==> src/rtl/mult_pkg.sv <==
// rtl/mult_pkg.sv - shared state encoding and default operand width for the shift-add multiplier
package mult_pkg;

  localparam int DEFAULT_WIDTH = 4;

  typedef enum logic [1:0] {
    IDLE  = 2'd0,
    ADD   = 2'd1,
    SHIFT = 2'd2,
    DONE  = 2'd3
  } state_t;

endpackage

==> src/rtl/adder_1bit.sv <==
// rtl/adder_1bit.sv - single-bit full adder cell
module adder_1bit (
  input  logic a,
  input  logic b,
  input  logic cin,
  output logic sum,
  output logic cout
);

  assign sum  = a ^ b ^ cin;
  assign cout = (a & b) | (cin & (a ^ b));

endmodule

==> src/rtl/adder_nbit.sv <==
// rtl/adder_nbit.sv - WIDTH-bit ripple-carry adder built from adder_1bit cells, carry-in tied to 0
module adder_nbit
  import mult_pkg::*;
#(
  parameter int WIDTH = DEFAULT_WIDTH
) (
  input  logic [WIDTH-1:0] a,
  input  logic [WIDTH-1:0] b,
  output logic [WIDTH-1:0] sum,
  output logic             cout
);

  logic [WIDTH:0] carry;

  assign carry[0] = 1'b0;

  for (genvar i = 0; i < WIDTH; i++) begin : g_cell
    adder_1bit u_fa (
      .a   (a[i]),
      .b   (b[i]),
      .cin (carry[i]),
      .sum (sum[i]),
      .cout(carry[i+1])
    );
  end

  assign cout = carry[WIDTH];

endmodule

==> src/rtl/shift_add_mult.sv <==
// rtl/shift_add_mult.sv - sequential shift-and-add unsigned multiplier; MULT_ZERO_SKIP_EN folds zero-bit iterations into one cycle
module shift_add_mult
  import mult_pkg::*;
#(
  parameter int WIDTH = DEFAULT_WIDTH
) (
  input  logic                 clk,
  input  logic                 rst_n,
  input  logic                 start,
  input  logic [WIDTH-1:0]     a,
  input  logic [WIDTH-1:0]     b,
  output logic                 busy,
  output logic                 done,
  output logic [2*WIDTH-1:0]   product
);

  localparam int CW = $clog2(WIDTH + 1);

  state_t             state, state_nxt;
  logic [WIDTH-1:0]   m_q, m_nxt;
  logic [WIDTH-1:0]   acc_q, acc_nxt;
  logic [WIDTH-1:0]   q_q, q_nxt;
  logic               c_q, c_nxt;
  logic [CW-1:0]      cnt_q, cnt_nxt;
  logic [2*WIDTH-1:0] product_q, product_nxt;
  logic [WIDTH-1:0]   add_sum;
  logic               add_cout;

  adder_nbit #(.WIDTH(WIDTH)) u_adder (
    .a   (acc_q),
    .b   (m_q),
    .sum (add_sum),
    .cout(add_cout)
  );

  always_ff @(posedge clk or negedge rst_n) begin
    if (!rst_n) begin
      state <= IDLE;
    end else begin
      state <= state_nxt;
    end
  end

  always_ff @(posedge clk or negedge rst_n) begin
    if (!rst_n) begin
      m_q       <= '0;
      acc_q     <= '0;
      q_q       <= '0;
      c_q       <= 1'b0;
      cnt_q     <= '0;
      product_q <= '0;
    end else begin
      m_q       <= m_nxt;
      acc_q     <= acc_nxt;
      q_q       <= q_nxt;
      c_q       <= c_nxt;
      cnt_q     <= cnt_nxt;
      product_q <= product_nxt;
    end
  end

  always_comb begin
    state_nxt   = state;
    m_nxt       = m_q;
    acc_nxt     = acc_q;
    q_nxt       = q_q;
    c_nxt       = c_q;
    cnt_nxt     = cnt_q;
    product_nxt = product_q;
    busy        = (state != IDLE);
    done        = (state == DONE);

    case (state)
      IDLE: begin
        if (start) begin
          m_nxt     = a;
          q_nxt     = b;
          acc_nxt   = '0;
          c_nxt     = 1'b0;
          cnt_nxt   = CW'(WIDTH);
          state_nxt = ADD;
        end
      end
      ADD: begin
        if (q_q[0]) begin
          {c_nxt, acc_nxt} = {add_cout, add_sum};
          state_nxt        = SHIFT;
        end else begin
`ifdef MULT_ZERO_SKIP_EN
          // carry is cleared by the skipped add, so the shift brings in zero
          {c_nxt, acc_nxt, q_nxt} = {1'b0, 1'b0, acc_q, q_q[WIDTH-1:1]};
          cnt_nxt                 = cnt_q - CW'(1);
          if (cnt_q == CW'(1)) begin
            product_nxt = {acc_nxt, q_nxt};
            state_nxt   = DONE;
          end else begin
            state_nxt = ADD;
          end
`else
          c_nxt     = 1'b0;
          state_nxt = SHIFT;
`endif
        end
      end
      SHIFT: begin
        {c_nxt, acc_nxt, q_nxt} = {1'b0, c_q, acc_q, q_q[WIDTH-1:1]};
        cnt_nxt                 = cnt_q - CW'(1);
        if (cnt_q == CW'(1)) begin
          product_nxt = {acc_nxt, q_nxt};
          state_nxt   = DONE;
        end else begin
          state_nxt = ADD;
        end
      end
      DONE: begin
        state_nxt = IDLE;
      end
      default: begin
        state_nxt = IDLE;
      end
    endcase
  end

  assign product = product_q;

endmodule
==> config.mk <==
export PLATFORM = sky130hd
export DESIGN_NAME = shift_add_mult
export DESIGN_NICKNAME = d
export VERILOG_FILES = /design/src/rtl/mult_pkg.sv /design/src/rtl/adder_1bit.sv /design/src/rtl/adder_nbit.sv /design/src/rtl/shift_add_mult.sv
export SDC_FILE = /design/constraint.sdc
export NUM_CORES = 1
export LEC_CHECK = 0
export CORE_MARGIN = 2
export CORE_UTILIZATION = 52
export CTS_CLUSTER_SIZE = 8
export DETAILED_ROUTE_END_ITERATION = 6
export GPL_ROUTABILITY_DRIVEN = 0
export GPL_TIMING_DRIVEN = 0
export PLACE_DENSITY = 0.78
export SLEW_MARGIN = 20
export SYNTH_ARGS = -nofsm -noshare
export SYNTH_HDL_FRONTEND = slang
export SYNTH_SLANG_ARGS = --single-unit
==> constraint.sdc <==
create_clock -name clk -period 2.96 [get_ports clk]
set_clock_uncertainty 0.05 [all_clocks]
set_input_delay 0.592 -clock clk [delete_from_list [all_inputs] [get_ports clk]]
set_output_delay 0.592 -clock clk [all_outputs]
set_load 0.02 [all_outputs]
Yosys cells after proc, flatten, opt, wreduce, memory -nomap -nowiden
Index checks and enable logic that the tools add are counted.

word-level totals
  register bits = 26
  bits of input ports = 11
  output and inout port bits = 10

cells by class
  $add $sub $neg = 1
  equal/unequal tests = 6
  mux-type cells = 13
  bitwise logic cells = 17
  reductions and logical operators = 9

operators by type and width
  operator               number
  $mux W4                3
  $pmux W4 S3            1
  $pmux W2 S4            1
  $pmux W4 S2            1
  $reduce_and A2 Y1      4
  $and A1 B1 Y1          7
  $xor A1 B1 Y1          7
  $pmux W3 S2            1
  $eq A2 B2 Y1 const B   2
  $mux W2                2
  $ne A2 B2 Y1 const B   2
  $reduce_bool A2 Y1     2
  $eq A3 B1 Y1 const B   1
  $mux W3                1
  $or A1 B1 Y1           3
  $pmux W1 S3            1
  $reduce_and A3 Y1      1
  $reduce_bool A3 Y1     1
  $sub A3 B1 Y3 const B  1
  $eq A2 B1 Y1 const B   1
  $logic_not A2 Y1       1
  $mux W1                2

Depth between registers and ports, before layout
Gate-level depths: netlist of run 1.

  depth after elaboration = 9
  mapped depth = 9
  gate-level depth less buffers = 9

By module
A second synthesis of run 1 with hierarchy kept.

unflattened totals
  cell total of the unflattened synthesis = 111
  area, all modules = 1382.6 sq um

modules (own cells, without submodules)
  module          instances  cells an instance  area each (sq um)  sequential area each (sq um)
  shift_add_mult  1          106                1298.7             650.6
  adder_1bit      4          1                  20.0               0.0
  adder_nbit      1          1                  3.8                0.0

Worst setup path before layout of run 1
No wires, ideal clock.

  path type = flip-flop to flip-flop
  start = reg acc_q[0]
  end = reg acc_q[3]
  setup time = 0.125 ns
  data arrival time = 2.039 ns
  data required time = 2.785 ns
  slack = 0.746 ns
  stages on the path, launching flop included = 10
  clock period less this slack = 2.214 ns
  path through = dfrtp_1 ha_1 inv_1 fa_1 inv_1 fa_1 fa_1 a22oi_1 nor2b_1 mux2_2

between the ends
  cells in the longest elaborated chain, start to end = 8

ends and longest elaborated chain
  item                         RTL line              source
  start, declared              shift_add_mult.sv:21  logic [WIDTH-1:0] acc_q, acc_nxt;
  start signal, assigned       shift_add_mult.sv:54  acc_q <= acc_nxt;
  $and A1 B1 Y1 (2 in series)  adder_1bit.sv:11      assign cout = (a & b) | (cin & (a ^ b));
  $or A1 B1 Y1                 adder_1bit.sv:11
  $and A1 B1 Y1                adder_1bit.sv:11
  $or A1 B1 Y1                 adder_1bit.sv:11
  $xor A1 B1 Y1                adder_1bit.sv:10      assign sum = a ^ b ^ cin;
  $mux W4                      shift_add_mult.sv:85  if (q_q[0]) begin
  $pmux W4 S3                  shift_add_mult.sv:73  case (state)

No other way between the ends. The select of a mux whose other input is x is not followed.
A chain may end at the register's enable or synchronous reset.

Worst setup path after layout of run 1
  start = reg state[0]
  end = out busy

between the ends
  cells in the longest elaborated chain, start to end = 1

ends and longest elaborated chain
  item                    RTL line              source
  start, declared         shift_add_mult.sv:19  state_t state, state_nxt;
  start signal, assigned  shift_add_mult.sv:40  state <= state_nxt;
  $reduce_bool A2 Y1      shift_add_mult.sv:70  busy = (state != IDLE);
  end, declared           shift_add_mult.sv:12  output logic busy,

No other way between the ends.

==> results.json, run 1 <==
{
  "antenna_found_initial": 0,
  "clk_latency_ns": 0.33,
  "cts_sinks": 26,
  "synthArstFlopShare_pct": 100.0,
  "finalHoldViolCount": 0,
  "slew_headroom_pct": 62.77,
  "p_per_area_nw_per_um2": 987.3,
  "crit_type": "reg2out",
  "ir_worst_vdd_v": 0.0006411,
  "die_h_um": 54.77,
  "start_util_pct": 54.59,
  "drt_wl_total_um": 2460,
  "startpoint_type": "flop",
  "fin_crit_ns": 2.576,
  "area_delta_synth_final_pct": 21.29,
  "critPathArrivalTime_ns": 1.93,
  "finalCritPeriodShare_pct": 87.01,
  "synth_common_cells": "dfrtp_1, mux2_2, inv_1",
  "finalPower_uw": 1605,
  "finalMaxSlewViolations": 0,
  "fin_util_pct": 66.21,
  "io_buffers": 20,
  "instances_no_fill": 169,
  "vias_per_cell": 5.527,
  "p_leak_uw": 0.0007416,
  "num_rows": 18,
  "finalSetupViolations": 0,
  "drc": 0,
  "yosysMostFrequentCell": "dfrtp_1",
  "grt_max_degree": 27,
  "postSynthAreaPerCell_sq_um": 11.65,
  "yosysUniqueCellTypes": 24,
  "ys_ff_latch": 26,
  "cts_buffers": 3,
  "die_w_um": 54.77,
  "ys.flop_type": "dfrtp_1",
  "hpwlAfterDp_um": 1756,
  "ant_nets": 0,
  "post_cts_resized": 0,
  "ys_warn_count": 0,
  "cts.htree.levels": 1,
  "n_antenna_cell": 0,
  "status": "complete, no violations",
  "clockBufferDepth": 2,
  "drt_iter0_drc": 26,
  "cts_root_buf": "clkbuf_4",
  "grt_pass1_vias": 943,
  "cts_setup_buffers": 0,
  "drive_gt1_share_pct": 16.55,
  "synth-edff-count": 0,
  "worstPathRequired_ns": 2.32,
  "synth_cells": 115,
  "fin_setup_tns_ns": 0,
  "wl_per_cell_um": 14.56,
  "clkTransAtPathRegs_ns": 0.15,
  "rsz0062_at_grt": "false",
  "yosys-top-cells-area": "dfrtp_1, mux2_2, ha_1, fa_1, nor2b_1",
  "worst_slew_pin_slew_ns": 0.5585,
  "netlist_area_sq_um": 1340,
  "cts_tree": "yes",
  "crit_path_max_fanout": 10,
  "post-place-cells": 165,
  "synth_seq_area_share_pct": 48.55,
  "cts_hold_buf": 0,
  "track_usage_pct": 19.80,
  "endpoint_kind": "output port",
  "cap_viol_max_count": 0,
  "grt_pass1_wl_um": 4209,
  "synth_nets": 136,
  "nets": 161,
  "io_pins": 21,
  "clock.fmax_mhz": 388.3,
  "gr-total-overflow": 0,
  "hp-class": "in2async",
  "drtPass1Iterations": 4,
  "core-area_sq_um": 2455,
  "fillCellCount": 194,
  "synth_top_area_cell": "dfrtp_1",
  "vias": 934,
  "die_area_sq_um": 2999,
  "synth_top_area_share_pct": 48.55
}
placed cells by master (no fill, tap or decap), drive strengths merged, types with 2 or more instances in the layout:
cell and n:
mux2i 2, a221o 4, buf 3, dfrtp 26
nand3 5, clkbuf 4, inv 9, a21oi 7
o21ai 6, nand2b 5, and2 2, fa 3
ha 7, mux2 14, nor2b 7, a22oi 3
clkdlybuf4s50 19, nand2 6
flip-flops by register name, indices dropped and copies added (netlist names):
register,flops
acc_q,4
c_q,1
cnt_q,3
m_q,4
product,8
q_q,4
state,2
cells by family after synthesis:
family | after synthesis | synth area share, %
compound gates | 22 | 10.55
simple gates | 29 | 12.60
mux | 16 | 13.26
flops | 26 | 48.55
fa+ha+maj | 10 | 11.02
buf+inv | 12 | 4.014
worst max-delay path, cell delays in order (launching register included):
cell	delay, ns
dfrtp_1	0.42
inv_1	0.09
ha_1	0.24
buf_2	0.20
inv_1	0.07
clkdlybuf4s50_1	0.59
where the power goes:
group          internal [uW]  total [uW]  switching, uW
registers                485         589            104
logic                    382         768            386
clock network            137         248            111
total                   1000        1600            600
per-layer routing:
| layer | vias up | share of wire (%) | global-route usage (%) |
|---|---|---|---|
| met5 | - | 0 | 0 |
| met4 | 0 | 1.1 | 8.750 |
| met3 | 4 | 4.2 | 2.732 |
| met2 | 25 | 48 | 30.16 |
| met1 | 458 | 47 | 27.87 |
| li1 | 447 | - | - |
through the flow:
stage / instance area, sq um / hold slack (ns) / setup WS (ns)
after floorplan: 1340 / 0.2464 / 0.7461
after global placement: 1578 / 0.4154 / 0.6476
after detailed placement: 1573 / 0.4294 / 0.6143
after CTS: 1625 / 0.1982 / 0.3780
after global routing: 1625 / 0.2208 / 0.2936
final: 1625 / 0.1730 / 0.3845
path summary, 6_finish.rpt:
kind	start	to	depth (start not counted)	slack [ns]
worst max-delay path	state[0]$_DFFE_PN0P_	busy	5	0.38
worst min-delay path	rst_n	product[7]$_DFFE_PN0P_	1	0.17
worst max register to register	acc_q[0]$_DFFE_PN0P_	acc_q[3]$_DFFE_PN0P_	9	0.61
worst min register to register	product[4]$_DFFE_PN0P_	product[4]$_DFFE_PN0P_	2	0.46
max in group asynchronous	rst_n	cnt_q[2]$_DFFE_PN0P_	1	2.32
min in group clk	product[4]$_DFFE_PN0P_	product[4]$_DFFE_PN0P_	2	0.46
cell type report:
type	instances	area, sq um	share of cell area [%]
Buffer	3	20.02	1.232
Clock inverter	1	30.03	1.848
Sequential cell	26	650.6	40.03
Multi-Input combinational cell	77	635.6	39.11
Tap cell	30	37.54	2.309
Inverter	9	33.78	2.079
Timing Repair Buffer	20	195.2	12.01
Clock buffer	3	22.52	1.386
Note: power is estimated with default switching activity, not from simulation.
==> inputs of run 2 (changes only) <==
==> constraint.sdc (replaced) <==
create_clock -name clk -period 2.6 [get_ports clk]
set_clock_uncertainty 0.05 [all_clocks]
set_input_delay 0.52 -clock clk [delete_from_list [all_inputs] [get_ports clk]]
set_output_delay 0.52 -clock clk [all_outputs]
set_load 0.02 [all_outputs]
==> results of run 2 <==
Same layout as run 1 (identical final DEF). Status: complete, no violations.
Among the figures that moved: setup slack after placement 0.6143 ns -> 0.2543 ns; setup slack after layout 0.3845 ns -> 0.09647 ns; hold slack 0.1730 ns -> 0.1010 ns; register-to-register setup slack 0.61 ns -> 0.25 ns; total power 1605 uW -> 1827 uW; worst IR drop on VDD 0.0006411 V -> 0.0007299 V
